### src/rtl/piano_pkg.sv
// rtl/piano_pkg.sv - shared state encoding and score entry layout for piano_player
package piano_pkg;

    typedef enum logic [2:0] {
        S_IDLE,
        S_FETCH,
        S_DECODE,
        S_PLAY,
        S_GAP,
        S_DONE
    } state_e;

    localparam int ENTRY_W  = 16;
    localparam int MASK_LSB = 0;
    localparam int MASK_W   = 8;
    localparam int DUR_LSB  = 8;
    localparam int DUR_W    = 4;

    localparam logic [DUR_W-1:0] END_DUR = '0;

endpackage

### src/rtl/score_rom.sv
// rtl/score_rom.sv - synchronous score ROM, one-cycle read latency
module score_rom
    import piano_pkg::*;
#(
    parameter int ADDR_W = 6,
    parameter logic [ENTRY_W*(2**ADDR_W)-1:0] SCORE_INIT = '0
) (
    input  logic               clk_i,
    input  logic [ADDR_W-1:0]  addr_i,
    output logic [ENTRY_W-1:0] rdata_o
);

    logic [ENTRY_W-1:0] rdata_q;

    // Entry i occupies SCORE_INIT[i*ENTRY_W +: ENTRY_W]
    always_ff @(posedge clk_i) begin
        rdata_q <= SCORE_INIT[int'(addr_i)*ENTRY_W +: ENTRY_W];
    end

    assign rdata_o = rdata_q;

endmodule

### src/rtl/piano_player.sv
// rtl/piano_player.sv - score sequencer driving the eight piano key lines
module piano_player
    import piano_pkg::*;
#(
    parameter int BEAT_TICKS = 12_000_000,
    parameter int GAP_TICKS  = 600_000,
    parameter int ADDR_W     = 6,
    parameter logic [ENTRY_W*(2**ADDR_W)-1:0] SCORE_INIT = '0
) (
    input  logic              clk_i,
    input  logic              rst_ni,
    input  logic              start_i,
    input  logic              stop_i,
    input  logic              pause_i,
    input  logic              loop_en_i,
    output logic [7:0]        chord_o,
    output logic              busy_o,
    output logic              done_o,
    output logic [ADDR_W-1:0] step_o
);

    localparam int TICK_W = (BEAT_TICKS > 1) ? $clog2(BEAT_TICKS) : 1;
    localparam int GAP_W  = (GAP_TICKS > 1) ? $clog2(GAP_TICKS) : 1;
    localparam logic [TICK_W-1:0] TICK_LAST = TICK_W'(BEAT_TICKS - 1);
    localparam logic [GAP_W-1:0]  GAP_LAST  = GAP_W'((GAP_TICKS > 0) ? GAP_TICKS - 1 : 0);
    localparam logic [ADDR_W-1:0] STEP_LAST = '1;

    state_e              state_q, state_d;
    logic [MASK_W-1:0]   chord_q, chord_d;
    logic                busy_q, busy_d;
    logic                done_q, done_d;
    logic [ADDR_W-1:0]   step_q, step_d;
    logic [DUR_W-1:0]    beat_q, beat_d;
    logic [TICK_W-1:0]   tick_q, tick_d;
    logic [GAP_W-1:0]    gap_q, gap_d;

    logic [ENTRY_W-1:0]  rom_data;
    logic [MASK_W-1:0]   entry_mask;
    logic [DUR_W-1:0]    entry_dur;
    logic                unused_rsvd;

    score_rom #(
        .ADDR_W     (ADDR_W),
        .SCORE_INIT (SCORE_INIT)
    ) u_rom (
        .clk_i   (clk_i),
        .addr_i  (step_q),
        .rdata_o (rom_data)
    );

    assign entry_mask  = rom_data[MASK_LSB +: MASK_W];
    assign entry_dur   = rom_data[DUR_LSB +: DUR_W];
    assign unused_rsvd = ^rom_data[ENTRY_W-1:DUR_LSB+DUR_W];

    always_ff @(posedge clk_i or negedge rst_ni) begin
        if (!rst_ni) begin
            state_q <= S_IDLE;
            chord_q <= '0;
            busy_q  <= 1'b0;
            done_q  <= 1'b0;
            step_q  <= '0;
            beat_q  <= '0;
            tick_q  <= '0;
            gap_q   <= '0;
        end else begin
            state_q <= state_d;
            chord_q <= chord_d;
            busy_q  <= busy_d;
            done_q  <= done_d;
            step_q  <= step_d;
            beat_q  <= beat_d;
            tick_q  <= tick_d;
            gap_q   <= gap_d;
        end
    end

    always_comb begin
        state_d = state_q;
        chord_d = chord_q;
        step_d  = step_q;
        beat_d  = beat_q;
        tick_d  = tick_q;
        gap_d   = gap_q;

        unique case (state_q)
            S_IDLE: begin
                chord_d = '0;
                if (start_i) begin
                    state_d = S_FETCH;
                    step_d  = '0;
                end
            end
            S_FETCH: state_d = S_DECODE;
            S_DECODE: begin
                if (entry_dur != END_DUR) begin
                    state_d = S_PLAY;
                    chord_d = entry_mask;
                    beat_d  = entry_dur;
                    tick_d  = '0;
                end else if (loop_en_i) begin
                    state_d = S_FETCH;
                    step_d  = '0;
                end else begin
                    state_d = S_DONE;
                end
            end
            S_PLAY: begin
                if (!pause_i) begin
                    if (tick_q == TICK_LAST) begin
                        tick_d = '0;
                        if (beat_q == DUR_W'(1)) begin
                            state_d = S_GAP;
                            chord_d = '0;
                            gap_d   = '0;
                        end else begin
                            beat_d = beat_q - DUR_W'(1);
                        end
                    end else begin
                        tick_d = tick_q + TICK_W'(1);
                    end
                end
            end
            S_GAP: begin
                if (!pause_i) begin
                    if (gap_q == GAP_LAST) begin
                        // Stepping past the last address wraps to 0 and counts as END
                        step_d  = step_q + ADDR_W'(1);
                        state_d = (step_q == STEP_LAST && !loop_en_i) ? S_DONE : S_FETCH;
                    end else begin
                        gap_d = gap_q + GAP_W'(1);
                    end
                end
            end
            S_DONE: begin
                chord_d = '0;
                state_d = S_IDLE;
            end
            default: begin
                state_d = S_IDLE;
                chord_d = '0;
            end
        endcase

        if (stop_i) begin
            state_d = S_IDLE;
            chord_d = '0;
        end

        busy_d = (state_d == S_FETCH) || (state_d == S_DECODE) ||
                 (state_d == S_PLAY)  || (state_d == S_GAP);
        done_d = (state_d == S_DONE);
    end

    assign chord_o = chord_q;
    assign busy_o  = busy_q;
    assign done_o  = done_q;
    assign step_o  = step_q;

endmodule

### config.mk
export PLATFORM = sky130hd
export DESIGN_NAME = piano_player
export DESIGN_NICKNAME = d
export VERILOG_FILES = /design/src/rtl/piano_pkg.sv /design/src/rtl/score_rom.sv /design/src/rtl/piano_player.sv
export SDC_FILE = /design/constraint.sdc
export NUM_CORES = 1
export LEC_CHECK = 0
export ABC_AREA = 1
export ABC_CLOCK_PERIOD_IN_PS = 1900
export CAP_MARGIN = 20
export CORE_ASPECT_RATIO = 0.75
export CORE_MARGIN = 2
export CORE_UTILIZATION = 40
export DETAILED_ROUTE_END_ITERATION = 16
export GPL_ROUTABILITY_DRIVEN = 0
export PLACE_DENSITY = 0.6
export SKIP_LAST_GASP = 1
export SYNTH_ARGS = -nofsm -noshare
export SYNTH_HDL_FRONTEND = slang
export SYNTH_HIERARCHICAL = 1
export SYNTH_SLANG_ARGS = --single-unit
### constraint.sdc
create_clock -name clk_i -period 1.9 [get_ports clk_i]
set_input_delay 0.19 -clock clk_i [delete_from_list [all_inputs] [get_ports clk_i]]
set_output_delay 0.19 -clock clk_i [all_outputs]
set_load 0.01 [all_outputs]
==> results of run 1 <==
final timing paths:
| path | end | slack [ns] | cells after the start |
|---|---|---|---|
| setup / recovery | gap_q[19] | 0.10 | 9 |
| hold / removal | tick_q[21] | 0.41 | 3 |
| setup reg to reg | gap_q[19] | 0.10 | 9 |
| hold reg to reg | chord_o[3] | 0.53 | 2 |
| max in group asynchronous | gap_q[16] | 1.17 | 3 |
| min in group clk_i | chord_o[3] | 0.53 | 2 |
sequential cells by signal, indices dropped and copies added, names as in the netlist:
name     flops
step_o       6
done_o       1
gap_q       20
tick_q      24
busy_o       1
chord_o      8
state_q      3
beat_q       4
through the flow:
step	hold WS (ns)	total power (W)	TNS (ns)
floorplan	-0.106	0.00287	0
detailed placement	0.245	0.00335	0
CTS	0.439	0.00483	0
global route	0.458	0.00525	-0.141
global placement	0.245	0.00332	0
finish	0.408	0.00493	0
area by class of cell:
type,count,share of cell area
clock buffer,13,0.0499
inverter,67,0.0506
multi-input combinational,395,0.427
sequential,67,0.334
tap,136,0.0339
timing repair buffer,53,0.105
critical path: cells and delay by family (launching register included):
kind	cells	cell delay (ns)
compound gates	2	0.32
flops	1	0.40
simple gates	4	0.45
buf+inv	3	0.50
repair_timing:
action                     4_1_cts  5_1_grt
setup buffers                    0       11
setup endpoints to repair        0       45
hold buffers                     1        0
resized for setup                0       17
hold endpoints to repair        67        0
power breakdown:
group | switching (W) | total [W] | internal [W]
registers | 0.000188 | 0.00181 | 0.00162
logic | 0.00102 | 0.00167 | 0.000647
clock network | 0.000557 | 0.00145 | 0.000897
placed cells by master (no fill, tap or decap), types with 19 or more instances in the layout:
cell,count
a21oi_1,21
buf_4,25
clkdlybuf4s50_1,20
dfrtp_1,67
inv_1,56
nand2_1,104
nand3_1,50
nor2_1,54
nor3_1,19
o21ai_0,23
layer usage:
layer / GRT usage / part of all wire / up-vias / routed length (µm)
met5: 0 / 0 / - / 0
met4: 0.0431 / 0.0084 / 0 / 82
met2: 0.266 / 0.44 / 89 / 4300
met1: 0.265 / 0.51 / 1714 / 4990
met3: 0.0435 / 0.042 / 10 / 411
li1: - / - / 1868 / -
==> qor.yml, run 1 <==
chipWidth_um: 122
ant_nets: 0
critical_path_class: "flop to flop"
cts_tree: "yes"
crit_top_cell: "nand2_1"
numCtsBuffers: 9
nNetsFinal: 604
path_max_fanout: 11
holdCritPathClass: "input pin to async pin"
regArea_um2: 1680
hold_viol_final: 0
fin_area_um2: 5020
start_kind: "flop"
cts_max_path_buffers: 2
final.setup_skew_ns: 0.00465
slowest_stage: "dfrtp_1"
drv_cap: 0
period_share: 0.945
io_pins: 22
grt_max_degree: 68
core-area_um2: 10200
rows: 32
synth_area_per_cell_um2: 7.68
antenna_found_initial: 0
irDropWorstVdd_mv: 0.625
fill_cells: 1026
status: "finished, final reports clean"
pre_cts_ws_ns: 0.0269
clk_pin_slew_ns: 0.05
first_pass_iters: 5
stdcell_count: 731
dp_hpwl_um: 6900
cp_data_required_time_ns: 2.12
cp.arrival_ns: 2.01
cpPeakStageDelay_ns: 0.40
powerDensity_nw_per_um2: 984
crit_start: "state_q[0]"
clock_sinks: 67
multi_input_area_um2: 2140
place_inst: 704
finalWorstSetupSlack_ns: 0.104
path_cells: "nor2_1, nand2_1, buf_4, a21oi_1, a21oi_4, buf_4, clkbuf_16, nand2_1, nand2_1"
fmax_mhz: 557
drive_above_1_share: 0.168
syn2layout_area_growth_pct: 20.7
wire_per_inst_um: 13.4
netlist_area_um2: 4160
r2r_start: "state_q[0]"
grt-ovfl-total: 0
die_h_um: 92.3
p_leak_nw: 2.23
ys.warnings.count: 6
diodes: 0
cp-end-kind: "flop"
routed_wl_um: 9780
drt_iter0_drc: 232
synth_cells: 541
drcViolationCount: 0
finalMaxSlewViolations: 0
placed_area_um2: 4570
insertion_delay_ns: 0.33
initial_core_util: 0.407
cts_max_level: 3
via_count: 3681
port-buffer-count: 21
setup_violations: 0
grt_pass1_wl_um: 16100
first_global_vias: 3390
cts_root_buf: "clkbuf_16"
dieArea_um2: 11200
grt.total_usage: 0.180
min_period_ns: 1.80
utilization: 0.491
rsz0062_at_grt: "true"
vias_per_cell: 5.04
Note: power is estimated with default switching activity, not from simulation.
==> run 2: changes to the inputs <==
- PLACE_DENSITY: 0.6 -> default
==> results of run 2 <==
Same layout as run 1: the final DEF is identical, and so are final timing and power.
==> run 3: changes to the inputs <==
- GPL_TIMING_DRIVEN: default -> 1
==> results of run 3 <==
Same layout as run 1: the final DEF is identical, and so are final timing and power.
